[src/rtl/dsp_pack_pkg.sv]
// Shared definitions for the INT8 dual-product packing path: lane/field geometry
// and the decoded lane-pair type.
package dsp_pack_pkg;

  localparam int LANE_W = 16;
  localparam int PACK_W = 48;
  localparam int LO_LSB = 0;
  localparam int HI_LSB = 16;

  typedef struct packed {
    logic signed [LANE_W-1:0] hi;
    logic signed [LANE_W-1:0] lo;
  } lane_pair_t;

endpackage

[src/rtl/dsp_pack_decode.sv]
// Splits one packed a*c*2^16 + b*c product into its two signed 16-bit lane products.
// Purely combinational; the upper 16 bits of the DSP result carry no information.
module dsp_pack_decode
  import dsp_pack_pkg::*;
(
  input  logic [PACK_W-1:0] p,
  output lane_pair_t        lanes
);

  logic signed [LANE_W-1:0] lo_raw;
  logic signed [LANE_W-1:0] hi_raw;
  logic                     unused_upper;

  assign lo_raw = p[LO_LSB +: LANE_W];
  assign hi_raw = p[HI_LSB +: LANE_W];

  // A negative low product borrowed one from the high field; give it back.
  assign lanes.lo = lo_raw;
  assign lanes.hi = hi_raw + {{(LANE_W-1){1'b0}}, lo_raw[LANE_W-1]};

  assign unused_upper = ^p[PACK_W-1:HI_LSB+LANE_W];

endmodule

[src/rtl/dsp_packed_acc_unpack.sv]
// Decodes packed dual INT8 products and accumulates both lanes per s_last-terminated
// group. Define DSP_PACK_SAT_EN to clamp accumulators and report m_sat instead of wrapping.
module dsp_packed_acc_unpack
  import dsp_pack_pkg::*;
#(
  parameter int ACC_W = 24,
  parameter int CNT_W = 10
) (
  input  logic                    clk,
  input  logic                    rst,
  input  logic                    s_valid,
  output logic                    s_ready,
  input  logic [PACK_W-1:0]       s_p,
  input  logic                    s_last,
  output logic                    m_valid,
  input  logic                    m_ready,
  output logic signed [ACC_W-1:0] m_acc_hi,
  output logic signed [ACC_W-1:0] m_acc_lo,
  output logic [CNT_W-1:0]        m_beats,
  output logic                    m_sat
);

  localparam logic [CNT_W-1:0] CNT_MAX = '1;
  localparam logic signed [ACC_W-1:0] ACC_MAX = {1'b0, {(ACC_W-1){1'b1}}};
  localparam logic signed [ACC_W-1:0] ACC_MIN = {1'b1, {(ACC_W-1){1'b0}}};

  typedef struct packed {
    logic                    sat;
    logic signed [ACC_W-1:0] val;
  } acc_res_t;

  function automatic acc_res_t acc_add(input logic signed [ACC_W-1:0] acc,
                                       input logic signed [LANE_W-1:0] x);
    acc_res_t r;
`ifdef DSP_PACK_SAT_EN
    logic signed [ACC_W:0] sum;
    sum = {acc[ACC_W-1], acc} + {{(ACC_W+1-LANE_W){x[LANE_W-1]}}, x};
    if (sum[ACC_W] != sum[ACC_W-1]) begin
      r.sat = 1'b1;
      r.val = sum[ACC_W] ? ACC_MIN : ACC_MAX;
    end else begin
      r.sat = 1'b0;
      r.val = sum[ACC_W-1:0];
    end
`else
    r.sat = 1'b0;
    r.val = acc + {{(ACC_W-LANE_W){x[LANE_W-1]}}, x};
`endif
    return r;
  endfunction

  function automatic logic [CNT_W-1:0] cnt_inc(input logic [CNT_W-1:0] c);
    return (c == CNT_MAX) ? c : c + 1'b1;
  endfunction

  lane_pair_t lanes;
  acc_res_t   nxt_hi;
  acc_res_t   nxt_lo;
  logic       take;
  logic       nxt_sat;
  logic [CNT_W-1:0] nxt_cnt;

  logic signed [ACC_W-1:0] acc_hi_p0;
  logic signed [ACC_W-1:0] acc_lo_p0;
  logic [CNT_W-1:0]        cnt_p0;
  logic                    sat_p0;

  logic                    vld_p1;
  logic signed [ACC_W-1:0] acc_hi_p1;
  logic signed [ACC_W-1:0] acc_lo_p1;
  logic [CNT_W-1:0]        cnt_p1;
  logic                    sat_p1;

  dsp_pack_decode u_decode (
    .p     (s_p),
    .lanes (lanes)
  );

  assign s_ready = !rst && (!vld_p1 || m_ready);
  assign take    = s_valid && s_ready;
  assign nxt_hi  = acc_add(acc_hi_p0, lanes.hi);
  assign nxt_lo  = acc_add(acc_lo_p0, lanes.lo);
  assign nxt_sat = sat_p0 || nxt_hi.sat || nxt_lo.sat;
  assign nxt_cnt = cnt_inc(cnt_p0);

  // Stage p0: running group accumulation, cleared when the group folds into p1.
  always_ff @(posedge clk) begin
    if (rst) begin
      acc_hi_p0 <= '0;
      acc_lo_p0 <= '0;
      cnt_p0    <= '0;
      sat_p0    <= 1'b0;
    end else if (take) begin
      if (s_last) begin
        acc_hi_p0 <= '0;
        acc_lo_p0 <= '0;
        cnt_p0    <= '0;
        sat_p0    <= 1'b0;
      end else begin
        acc_hi_p0 <= nxt_hi.val;
        acc_lo_p0 <= nxt_lo.val;
        cnt_p0    <= nxt_cnt;
        sat_p0    <= nxt_sat;
      end
    end
  end

  // Stage p1: held group result; reloads in the same cycle it is consumed.
  always_ff @(posedge clk) begin
    if (rst) begin
      vld_p1    <= 1'b0;
      acc_hi_p1 <= '0;
      acc_lo_p1 <= '0;
      cnt_p1    <= '0;
      sat_p1    <= 1'b0;
    end else if (take && s_last) begin
      vld_p1    <= 1'b1;
      acc_hi_p1 <= nxt_hi.val;
      acc_lo_p1 <= nxt_lo.val;
      cnt_p1    <= nxt_cnt;
      sat_p1    <= nxt_sat;
    end else if (vld_p1 && m_ready) begin
      vld_p1    <= 1'b0;
    end
  end

  assign m_valid  = vld_p1;
  assign m_acc_hi = acc_hi_p1;
  assign m_acc_lo = acc_lo_p1;
  assign m_beats  = cnt_p1;
`ifdef DSP_PACK_SAT_EN
  assign m_sat    = sat_p1;
`else
  assign m_sat    = 1'b0;
`endif

endmodule
[config.mk]
export PLATFORM = sky130hd
export DESIGN_NAME = dsp_packed_acc_unpack
export DESIGN_NICKNAME = d
export VERILOG_FILES = /design/src/rtl/dsp_pack_pkg.sv /design/src/rtl/dsp_pack_decode.sv /design/src/rtl/dsp_packed_acc_unpack.sv
export SDC_FILE = /design/constraint.sdc
export NUM_CORES = 1
export LEC_CHECK = 0
export ABC_AREA = 1
export CAP_MARGIN = 0
export CORE_MARGIN = 2
export CORE_UTILIZATION = 50
export DETAILED_ROUTE_END_ITERATION = 10
export HOLD_SLACK_MARGIN = 0.05
export PLACE_DENSITY = 0.74
export SLEW_MARGIN = 30
export SYNTH_ARGS = -nofsm -noshare
export SYNTH_HDL_FRONTEND = slang
export SYNTH_SLANG_ARGS = --single-unit
[constraint.sdc]
create_clock -name clk -period 4.4 [get_ports clk]
set_input_delay 1.32 -clock clk [delete_from_list [all_inputs] [get_ports clk]]
set_output_delay 1.32 -clock clk [all_outputs]
set_load 0.005 [all_outputs]
* Word-level counts from Yosys, hierarchy flattened *
Cells that the tools add are included.

word-level totals
  register bits after elaboration = 117
  bits of input ports = 53
  output and inout port bits = 61
  word-level logic and storage cells = 26

operators by class
  $add $sub $neg = 4
  equal/unequal tests = 1
  muxes and demuxes = 6
  reduce and logical (&&, ||, !) cells = 8

operator list
  kind                                            number
  adder 24 bit                                    2
  two-way mux 24 bit                              2
  two-way mux 10 bit                              2
  adder 16 x 1 -> 16 bit                          1
  adder 10 x 1 -> 10 bit (second input constant)  1
  == test 10 bit (second input constant)          1
  logical AND 1 bit                               4
  zero test 1 bit                                 2
  two-way mux 1 bit                               2
  nonzero test 2 bit                              1
  logical OR 1 bit                                1

* Longest topological paths before layout *
Gate-level depths: netlist of run 1.

  depth in word-level cells = 6
  gate-level depth with buffers = 24
  gate-level depth less buffers = 24

* By module *
Synthesis of run 1 repeated with hierarchy kept, for this count alone.

second synthesis, totals
  cell total of the unflattened synthesis = 1,388
  area total of the unflattened synthesis = 8,536.9 sq um

modules (own cells, without submodules)
  module                 times used  cells each  area an instance (sq um)  seq. area each (sq um)
  dsp_packed_acc_unpack  1           1,299       8,001.4                   2,342.2
  dsp_pack_decode        1           89          535.5                     0.0

* Least setup slack after synthesis of run 1 *
No wires, ideal clock.

  path kind = input to register
  start point = input s_p[15]
  end point = register acc_hi_p1[20] (netlist: m_acc_hi[20])
  library setup time = 0.109 ns
  data arrival time = 3.448 ns
  data required time = 4.291 ns
  slack = 0.844 ns
  cell stages on the path = 22
  path buffers = 0
  cells stage by stage = ha_1 > nand3_1 > inv_2 > nand2_1 > nor2_2 > inv_2 > nor2_4 > nand4_2 > nor2_2 > xor2_1 > ha_1 > nand2_1 > inv_1 > nand3_1 > nor3_1 > nand3_1 > nand3_1 > nand2_1 > nand2_1 > nand2_1 > nand2_1 > inv_1

between the ends
  cells in the longest elaborated chain, start to end = 2

RTL lines
  element                 line                          RTL
  from (decl)             dsp_packed_acc_unpack.sv:13   input logic [PACK_W-1:0] s_p,
  adder 16 x 1 -> 16 bit  dsp_pack_decode.sv:19         assign lanes.hi = hi_raw + {{(LANE_W-1){1'b0}}, lo_raw[LANE_W-1]};
  adder 24 bit            dsp_packed_acc_unpack.sv:47   r.val = acc + {{(ACC_W-LANE_W){x[LANE_W-1]}}, x};
  to (signal assigned)    dsp_packed_acc_unpack.sv:118  acc_hi_p1 <= nxt_hi.val;
  to (decl)               dsp_packed_acc_unpack.sv:69   logic signed [ACC_W-1:0] acc_hi_p1;

No other way between the ends.
A chain may end at the register's enable or synchronous reset.

* Worst setup path after layout of run 1 *
  start point = input s_p[16]
  end point = register acc_hi_p0[19]

between the ends
  cells in the longest elaborated chain, start to end = 3

RTL lines
  element                 line                          RTL
  adder 16 x 1 -> 16 bit  dsp_pack_decode.sv:19
  adder 24 bit            dsp_packed_acc_unpack.sv:47
  two-way mux 24 bit      dsp_packed_acc_unpack.sv:94   if (s_last) begin
  to (signal assigned)    dsp_packed_acc_unpack.sv:100  acc_hi_p0 <= nxt_hi.val;
  to (decl)               dsp_packed_acc_unpack.sv:63   logic signed [ACC_W-1:0] acc_hi_p0;

No other way between the ends.

==> results.yml, run 1 <==
run_status:
  status: "finished clean"
power:
  leakagePower_nw: 4.72
  cellPowerDensity_nw_per_um2: 317
  comb_power_share: 0.174
  swShare: 0.280
  ir_drop_v: 0.000302
  internal-power_w: 0.00223
  pwr-share-clk: 0.461
  seqPwrFrac: 0.365
  power_w: 0.00310
  power_switching_w: 0.000866
logic_synthesis:
  synth_nets: 1274
  ys_types: 41
  synthTopCellsByArea: "dfxtp_1 (30%), nand2_1 (17%), ha_1 (8.1%)"
  syn_avg_cell_area_um2: 6.62
  synthArstFlopShare: 0
  synth_area_leader_cell: "dfxtp_1"
  synth_top_area_share: 0.303
  syn_area_um2: 7740
  synth_edf_count: 0
  synth-seq-cells: 117
  yosysSeqAreaShare: 0.303
  synthCells: 1169
  synthFlopType: "dfxtp_1"
  synth_warnings: 0
layout:
  syn_to_final_growth_pct: 26.3
  drive_gt1_frac: 0.0982
  stdcell_area_um2: 9780
  final_nets: 1396
  utilization: 0.646
  fill_cells: 1367
worst_setup_path:
  arrival_ns: 4.26
  cp_data_required_time_ns: 4.67
  crit_path_cell_trace: "clkdlybuf4s50_1 -> ha_1 -> nand2_1 -> nor2_2 -> nand2_2 -> nor2_2 -> nand2_1 -> nand2_1 -> clkinvlp_4 -> buf_12 -> ha_1 -> nand2_1 -> inv_1 -> nand2_1 -> nand2_1 -> buf_4 -> a21oi_1 -> nand4_1 -> nand3_1 -> a21oi_1"
  cp_slowest_cell: "clkdlybuf4s50_1"
  start_kind: "input pin"
  cp-end-kind: "flip-flop"
  crit_buf_inv: 5
  critical_path_class: "input pin to flip-flop"
  worstPathMaxFanout: 8
  crit_top_cell: "nand2_1"
  cpPeakStageDelay_ns: 0.50
  crit_family: "simple AND/OR/NAND/NOR gates"
placement:
  dpl_cell_area_um2: 9070
  gp_congestion: 0.967
  numPortBuffers: 96
  hpwl_um: 15400
timing:
  period_share: 0.907
  tightest_slew_ns: 0.834
  fmax_mhz: 251
  slew_headroom: 0.444
  drv_slew: 0
  setup_viol: 0
  rsz0062_at_grt: "no"
  skew_ns: 0.00698
  hold_viol_final: 0
  min_period_ns: 3.99
drt:
  drt_pass1_iterations: 6
  wl_per_cell_um: 14.3
  vias_per_cell: 5.18
  post-route-drc-count: 0
  num_vias: 7734
  wl_um: 21400
  postRouteAntennaNets: 0
  first_iter_violations: 543
flow_run:
  drv_cap: 0
grt:
  grt_max_degree: 69
  grt_usage: 0.267
  antenna_found_initial: 1
  grt_pass1_wl_um: 35200
  globalRouteOverflowTotal: 0
  grt_pass1_vias: 7396
floorplanning:
  coreArea_um2: 15100
  die-width_um: 128
  die_h_um: 128
  io_pins: 114
  start_util: 0.511
  rows: 45
  dieArea_um2: 16500
clocking:
  numCtsBuffers: 17
  cts_max_level: 4
  cts_sinks: 117
  clockBufferDepth: 2
  cts_tree: "built"
  clk_latency_ns: 0.42
  clk_pin_slew_worst_paths_ns: 0.06
  clockRootBuffer: "clkbuf_16"
min_path:
  worst_hold_path_type: "flip-flop to flip-flop"
[registers in the layout, summed over array words and instances, names as in the netlist]
register / flops
cnt_p0: 10
m_beats: 10
acc_hi_p0: 24
m_acc_hi: 24
m_valid: 1
acc_lo_p0: 24
m_acc_lo: 24
[per-stage QoR]
step	TNS [ns]	std cells	setup WS, ns	hold WS (ns)
after floorplan	0	1169	0.844	0.448
after global placement	-0.740	1459	-0.124	0.457
after detailed placement	-1.23	1459	-0.166	0.459
after CTS	0	1491	0.260	0.470
after global routing	0	1492	0.0965	0.485
final	0	1493	0.411	0.467
[final timing paths]
kind         depth (start not counted)  slack (ns)         start             to
max reg2reg                         11        2.30  acc_hi_p0[0]   m_acc_hi[14]
max                                 20        0.41       s_p[16]  acc_hi_p0[19]
min                                  2        0.47   m_acc_hi[2]    m_acc_hi[2]
min reg2reg                          2        0.47   m_acc_hi[2]    m_acc_hi[2]
[logic make-up after synthesis]
| kind of cell | after synthesis | share of synthesized area |
|---|---|---|
| buf+inv | 177 | 0.0926 |
| simple gates | 544 | 0.299 |
| flops | 117 | 0.303 |
| compound gates | 238 | 0.172 |
| other cells | 1 | 0.000484 |
| fa+ha+maj | 52 | 0.0860 |
| xor+xnor | 40 | 0.0472 |
[Yosys cell counts (10+ instances only)]
cell type	count
nand3_1	63
clkbuf_1	15
ha_1	50
o21ai_0	65
dfxtp_1	117
nand2_1	347
o21a_1	14
o21bai_1	26
nor3_1	10
inv_1	133
nor2_1	74
xor2_1	33
a21oi_1	117
buf_2	14
[worst min-delay path: cells and delay by family, from the launching register on]
family          cells  cell delay [ns]
simple gates        1             0.06
flops               1             0.31
compound gates      1             0.06
[placed cells by master (no fill, tap or decap), types with 4 or more instances in the layout]
master           instances
nand4_1                  9
o21a_1                  14
clkinv_4                 4
inv_1                  132
or2_1                    4
dfxtp_1                117
buf_4                   44
nand3b_1                 6
a21o_1                   9
nor3_2                   5
clkbuf_16               17
a21oi_1                114
nand3_1                 63
clkinv_2                 4
xnor2_1                  6
nand2_2                  9
o21bai_1                26
inv_2                    5
clkdlybuf4s50_1         94
xor2_1                  32
o21ai_0                 65
clkinvlp_4               4
nor3_1                   8
nor2_1                  73
nand2_1                347
nor2_2                   7
a21oi_2                  6
ha_1                    46
[per-layer routing]
metal | vias up | global-route usage | share of wire
met3 | 28 | 0.0636 | 0.067
met5 | - | 0 | 0
met1 | 3506 | 0.360 | 0.48
met4 | 0 | 0.0679 | 0.014
li1 | 4014 | - | -
met2 | 186 | 0.431 | 0.44
[area by class of cell]
class / count / area, µm² / share of cell area
tap: 188 / 235 / 0.0241
clock inverter: 15 / 180 / 0.0184
clock buffer: 17 / 425 / 0.0435
timing repair buffer: 141 / 1310 / 0.134
sequential: 117 / 2340 / 0.239
antenna: 1 / 2.50 / 0.000256
multi-input combinational: 875 / 4760 / 0.487
inverter: 139 / 527 / 0.0539
[power groups by stage]
stage | Combinational, W | Clock [W] | Sequential [W]
global route | 0.000599 | 0.00150 | 0.00113
detailed placement | 0.000523 | 0 | 0.00115
floorplan | 0.000318 | 0 | 0.00115
CTS | 0.000528 | 0.00144 | 0.00113
finish | 0.000538 | 0.00143 | 0.00113
global placement | 0.000519 | 0 | 0.00115
[what timing repair did]
| action | 4_1_cts | 5_1_grt |
|---|---|---|
| setup buffers | 0 | 1 |
| gates resized for setup | 0 | 13 |
| hold buffers | 0 | 0 |
| setup endpoints to repair | 0 | 7 |
Note: power is estimated with default switching activity, not from simulation.
==> inputs of run 2 (changes only) <==
--- a/config.mk
+++ b/config.mk
@@ -10,8 +10,8 @@
 export CORE_MARGIN = 2
 export CORE_UTILIZATION = 50
 export DETAILED_ROUTE_END_ITERATION = 10
+export DONT_BUFFER_PORTS = 1
 export HOLD_SLACK_MARGIN = 0.05
-export PLACE_DENSITY = 0.74
 export SLEW_MARGIN = 30
 export SYNTH_ARGS = -nofsm -noshare
 export SYNTH_HDL_FRONTEND = slang
==> run 2 against run 1 <==
Compared with the run above:
- global-route usage fell by 1.1 points
- critical path depth rose by 2
- clock skew rose by 0.0084 ns
- sequential cell count did not move
- die area did not move
- wire length fell by 5.9%
==> results.yml, run 2 (synthesis results as in run 1) <==
run_status:
  status: "finished clean"
placement:
  gp_congestion: 0.902
  dpl_cell_area_um2: 7850
  hpwl_um: 14600
  numPortBuffers: 0
  preCtsSetupSlack_ns: 0.404
layout:
  final_cell_mix: "nand2_1 (347), inv_1 (133), a21oi_1 (117), dfxtp_1 (117), nor2_1 (74)"
  mostFrequentLayoutCell: "nand2_1"
  fill_cells: 1533
  seq_area_um2: 2340
  multiInputGateArea_um2: 4690
  final_nets: 1262
  drive_gt1_frac: 0.0650
  stdcell_area_um2: 8440
  diodes: 0
  syn_to_final_growth_pct: 8.95
worst_setup_path:
  crit_family: "simple AND/OR/NAND/NOR gates"
  crit_top_cell: "nand2_1"
  cp_slowest_cell: "ha_1"
  rrSetupSlack_ns: 2.25
  r2r_cells: 13
  r2r_end: "m_acc_hi[12]"
  critical_path_class: "input pin to flip-flop"
  start_kind: "input pin"
  cp-end-kind: "flip-flop"
  crit_path_cell_trace: "ha_1 -> nand3_1 -> inv_2 -> nand2_1 -> nor2_2 -> inv_2 -> nor2_4 -> nand4_2 -> nor2_2 -> xor2_1 -> ha_1 -> a21oi_1 -> nand2_1 -> inv_1 -> nand2_1 -> nand2_1 -> nand2_1 -> nor2_1 -> nand2_1 -> nand2_1 -> nand2_1 -> a21oi_2"
  cpPeakStageDelay_ns: 0.32
  r2r_start: "acc_hi_p0[0]"
  arrival_ns: 3.96
  cp_data_required_time_ns: 4.76
  worstPathMaxFanout: 11
  crit_buf_inv: 3
clocking:
  cts_tree: "built"
  clk_pin_slew_worst_paths_ns: 0.06
  post_cts_resized: 0
  clockBufferDepth: 2
  clockRootBuffer: "clkbuf_16"
  post_cts_buffers: 0
  cts_sinks: 117
  cts_max_level: 4
  numCtsBuffers: 17
  clk_latency_ns: 0.43
  hold_buffers: 0
power:
  leakagePower_nw: 4.17
  ir_drop_v: 0.000270
  power_switching_w: 0.000818
  internal-power_w: 0.00210
  seqPwrFrac: 0.390
  cellPowerDensity_nw_per_um2: 346
  swShare: 0.280
  pwr-share-clk: 0.475
  comb_power_share: 0.136
timing:
  setup_viol: 0
  min_period_ns: 3.59
  finalWorstSetupSlack_ns: 0.807
  hold_viol_final: 0
  skew_ns: 0.0153
  slew_headroom: 0.527
  fmax_mhz: 278
  period_share: 0.817
  drv_slew: 0
  tightest_slew_ns: 0.710
  fin_setup_tns_ns: 0
  hold_ws_ns: 0.461
  rsz0062_at_grt: "no"
grt:
  grt-busiest-layer: "met2"
  grt_pass1_vias: 6845
  antenna_found_initial: 0
  grt_pass1_wl_um: 33500
  grt_usage: 0.255
  use_met3: 0.0661
  use_met1: 0.354
  grt_max_degree: 70
  globalRouteOverflowTotal: 0
  use_met2: 0.392
min_path:
  min_to: "acc_lo_p0[3]"
  hp-start: "acc_lo_p0[3]"
  worst_hold_path_type: "flip-flop to flip-flop"
  whs_path_depth: 2
flow_run:
  drv_cap: 0
drt:
  first_iter_violations: 391
  post-route-drc-count: 0
  wl_per_cell_um: 14.8
  vias_per_cell: 5.27
  drt_pass1_iterations: 5
  postRouteAntennaNets: 0
  wl_um: 20100
  num_vias: 7151
floorplanning:
  io_pins: 114
  die-width_um: 128
  rows: 45
  coreArea_um2: 15100
  start_util: 0.511
  die_h_um: 128
  dieArea_um2: 16500
==> run 2: cell count changes in the layout (fill, tap and decap cells not counted), sizes merged <==
| cell | before | now |
|---|---|---|
| clkdlybuf4s50 | 94 | 0 |
| buf | 46 | 7 |
| clkbuf | 17 | 19 |
| bufinv | 3 | 2 |
| clkinv | 8 | 7 |
| clkinvlp | 4 | 3 |
| diode | 1 | 0 |
| dlymetal6s2s | 1 | 0 |
==> run 2: layout make-up <==
cell class                      count  area share
Multi-Input combinational cell    875       0.556
Sequential cell                   117       0.278
Inverter                          139      0.0620
Clock buffer                       19      0.0537
Tap cell                          188      0.0279
Clock inverter                     12      0.0153
Timing Repair Buffer                7     0.00771
==> run 2: worst register-to-register path, cell delays in order, from the launching register on <==
cell and delay, ns:
dfxtp_1 0.31, ha_1 0.22, fa_1 0.41, nand2_1 0.09, nand2_1 0.11, nand2_2 0.12, nor2_1 0.05, or2_4 0.27
nand2_2 0.07, nand2_1 0.05, nand2_1 0.08, nand2_1 0.11, a21o_1 0.18, inv_1 0.04
==> run 2: worst max path at each step <==
| stage | startpoint | to | slack [ns] | cells past startpoint |
|---|---|---|---|---|
| 5_1_grt | s_p[15] | m_acc_hi[22] | 0.52 | 20 |
| 2_1_floorplan | s_p[15] | m_acc_hi[20] | 0.84 | 22 |
| 6_report | s_p[15] | acc_hi_p0[23] | 0.81 | 22 |
| 3_5_place_dp | s_p[15] | acc_hi_p0[23] | 0.40 | 22 |
| 4_1_cts | s_p[15] | acc_hi_p0[23] | 0.83 | 22 |
| 3_3_place_gp | s_p[15] | acc_hi_p0[23] | 0.41 | 22 |
==> run 2: power groups by stage <==
stage | Clock, W | Combinational [W] | Sequential [W]
after floorplan | 0 | 0.000318 | 0.00115
after global placement | 0 | 0.000390 | 0.00116
after detailed placement | 0 | 0.000393 | 0.00116
after CTS | 0.00141 | 0.000396 | 0.00114
after global routing | 0.00146 | 0.000454 | 0.00114
final | 0.00139 | 0.000395 | 0.00114
==> run 2: layer usage <==
layer  vias up  part of all wire
met4         0             0.013
met5         -                 0
met3        21             0.063
met1      3213              0.50
li1       3751                 -
met2       166              0.43
==> run 2: through the flow <==
step	util	cells	power [W]
floorplan	-	1169	0.00147
global placement	0.519	1326	0.00155
detailed placement	0.519	1326	0.00155
CTS	0.557	1357	0.00295
global route	0.557	1357	0.00305
finish	0.557	1357	0.00292
==> inputs of run 3 (changes only) <==
--- a/config.mk
+++ b/config.mk
@@ -12,6 +12,7 @@
 export DETAILED_ROUTE_END_ITERATION = 10
 export DONT_BUFFER_PORTS = 1
 export HOLD_SLACK_MARGIN = 0.05
+export PLACE_DENSITY = 0.68
 export SLEW_MARGIN = 30
 export SYNTH_ARGS = -nofsm -noshare
 export SYNTH_HDL_FRONTEND = slang
==> constraint.sdc (replaced) <==
create_clock -name clk -period 3 [get_ports clk]
set_input_delay 0.9 -clock clk [delete_from_list [all_inputs] [get_ports clk]]
set_output_delay 0.9 -clock clk [all_outputs]
set_load 0.005 [all_outputs]
==> run 3 against run 2 <==
Compared with the run above:
- design area up 9.4%
- power rose by 53%
- sequential cell count is the same
- final cell count rose by 4.2%
- critical endpoint is now m_acc_hi[22]
==> results.yml, run 3 (synthesis results as in run 1) <==
timing:
  hold_ws_ns: 0.461
  skew_ns: 0.00916
  period_share: 0.965
  drv_slew: 0
  fin_setup_tns_ns: 0
  fmax_mhz: 346
  finalWorstSetupSlack_ns: 0.106
  tightest_slew_ns: 0.674
  setup_viol: 0
  hold_viol_final: 0
  min_period_ns: 2.89
  slew_headroom: 0.551
  rsz0062_at_grt: "yes"
clocking:
  hold_buffers: 0
  clk_latency_ns: 0.42
  numCtsBuffers: 17
  cts_tree: "built"
  clockBufferDepth: 2
  cts_max_level: 4
  clk_pin_slew_worst_paths_ns: 0.06
  clockRootBuffer: "clkbuf_16"
  cts_sinks: 117
layout:
  diodes: 0
  final_cell_mix: "nand2_1 (332), inv_1 (131), dfxtp_1 (117)"
  mostFrequentLayoutCell: "nand2_1"
  multiInputGateArea_um2: 5030
  final_nets: 1318
  final_cells: 1414
  fill_cells: 1434
  seq_area_um2: 2340
  utilization: 0.609
  drive_gt1_frac: 0.151
  syn_to_final_growth_pct: 19.2
power:
  cellPowerDensity_nw_per_um2: 482
  internal-power_w: 0.00323
  comb_power_share: 0.155
  power_switching_w: 0.00123
  seqPwrFrac: 0.376
  leakagePower_nw: 4.49
  swShare: 0.275
  pwr-share-clk: 0.469
  ir_drop_v: 0.000379
drt:
  post-route-drc-count: 0
  postRouteAntennaNets: 0
  first_iter_violations: 402
  vias_per_cell: 5.22
  wl_per_cell_um: 14.6
  num_vias: 7386
  drt_pass1_iterations: 6
  wl_um: 20700
floorplanning:
  rows: 45
  coreArea_um2: 15100
  die_h_um: 128
  die-width_um: 128
  start_util: 0.511
  io_pins: 114
  dieArea_um2: 16500
grt:
  grt_usage: 0.254
  globalRouteOverflowTotal: 0
  grt_pass1_vias: 6891
  grt_pass1_wl_um: 33400
  antenna_found_initial: 0
  grt_max_degree: 70
worst_setup_path:
  cp_slowest_cell: "nor3_4"
  cpPeakStageDelay_ns: 0.24
  crit_path_cell_trace: "ha_4 -> nand3_4 -> inv_2 -> nand2_2 -> nor2_4 -> inv_2 -> nor2_4 -> nand4_4 -> nor2_4 -> xor2_2 -> ha_4 -> nand2_1 -> inv_1 -> nand3_2 -> nor3_4 -> nand2_1 -> nand3_1 -> nand2_1 -> nand2_1 -> nand2_1 -> nand2_1 -> inv_1"
  start_kind: "input pin"
  cp-end-kind: "flip-flop"
  critPathLaunch: "s_p[16]"
  arrival_ns: 3.21
  crit_family: "simple AND/OR/NAND/NOR gates"
  crit_buf_inv: 4
  critical_path_class: "input pin to flip-flop"
  cp_data_required_time_ns: 3.31
  crit_top_cell: "nand2_1"
  worstPathMaxFanout: 4
  r2r_start: "acc_lo_p0[0]"
min_path:
  worst_hold_path_type: "flip-flop to flip-flop"
  hp-start: "acc_lo_p0[10]"
run_status:
  status: "finished clean"
placement:
  hpwl_um: 14800
  gp_congestion: 0.911
  dp_cells: 1381
  preCtsSetupSlack_ns: -0.384
  numPortBuffers: 0
flow_run:
  drv_cap: 0
## run 3: cell types whose count changed in the layout (fill, tap and decap cells not counted), sizes merged
| cell | delta |
|---|---|
| clkbuf | +1 |
| clkinv | -1 |
| bufinv | +1 |
| buf | +56 |
## run 3: cell type report
| class | instances | area share |
|---|---|---|
| Sequential cell | 117 | 0.254 |
| Multi-Input combinational cell | 875 | 0.546 |
| Timing Repair Buffer | 63 | 0.0526 |
| Inverter | 139 | 0.0575 |
| Clock buffer | 20 | 0.0484 |
| Clock inverter | 12 | 0.0167 |
| Tap cell | 188 | 0.0255 |
## run 3: power groups by stage
stage | logic, W | registers, W | clock network, W
2_1_floorplan | 0.000479 | 0.00169 | 0
3_3_place_gp | 0.000642 | 0.00170 | 0
3_5_place_dp | 0.000647 | 0.00170 | 0
4_1_cts | 0.000652 | 0.00167 | 0.00213
5_1_grt | 0.000772 | 0.00168 | 0.00220
6_report | 0.000690 | 0.00167 | 0.00209
## run 3: stage by stage
step | total power, W | cell area (µm²)
5_1_grt | 0.00465 | 9230
2_1_floorplan | 0.00217 | 7860
3_3_place_gp | 0.00235 | 8390
3_5_place_dp | 0.00235 | 8390
6_report | 0.00445 | 9230
4_1_cts | 0.00446 | 8990
## run 3: final timing paths
kind,endpoint,cells past startpoint,slack [ns]
max reg2reg,acc_lo_p0[14],11,0.88
min,acc_lo_p0[10],2,0.46
min reg2reg,acc_lo_p0[10],2,0.46
max,m_acc_hi[22],22,0.11
## run 3: worst reg2reg max path, delay by kind of cell, from the launching register on
family | cells | cell delay [ns]
adders and majority gates | 2 | 0.62
and+or+nand+nor | 7 | 0.64
DFF | 1 | 0.31
xor gates and xnor gates | 1 | 0.37
AOI/OAI and AO/OA | 1 | 0.13
## run 3: per-layer routing
metal / part of all wire / track usage
met2: 0.45 / 0.405
met1: 0.48 / 0.343
met5: 0 / 0
met3: 0.058 / 0.0624
met4: 0.014 / 0.0730
## run 3: timing repair
action	in CTS	in global routing
setup endpoints to repair	0	22
endpoints found under the hold margin	0	0
buffers inserted	0	1
gates resized for setup	0	51
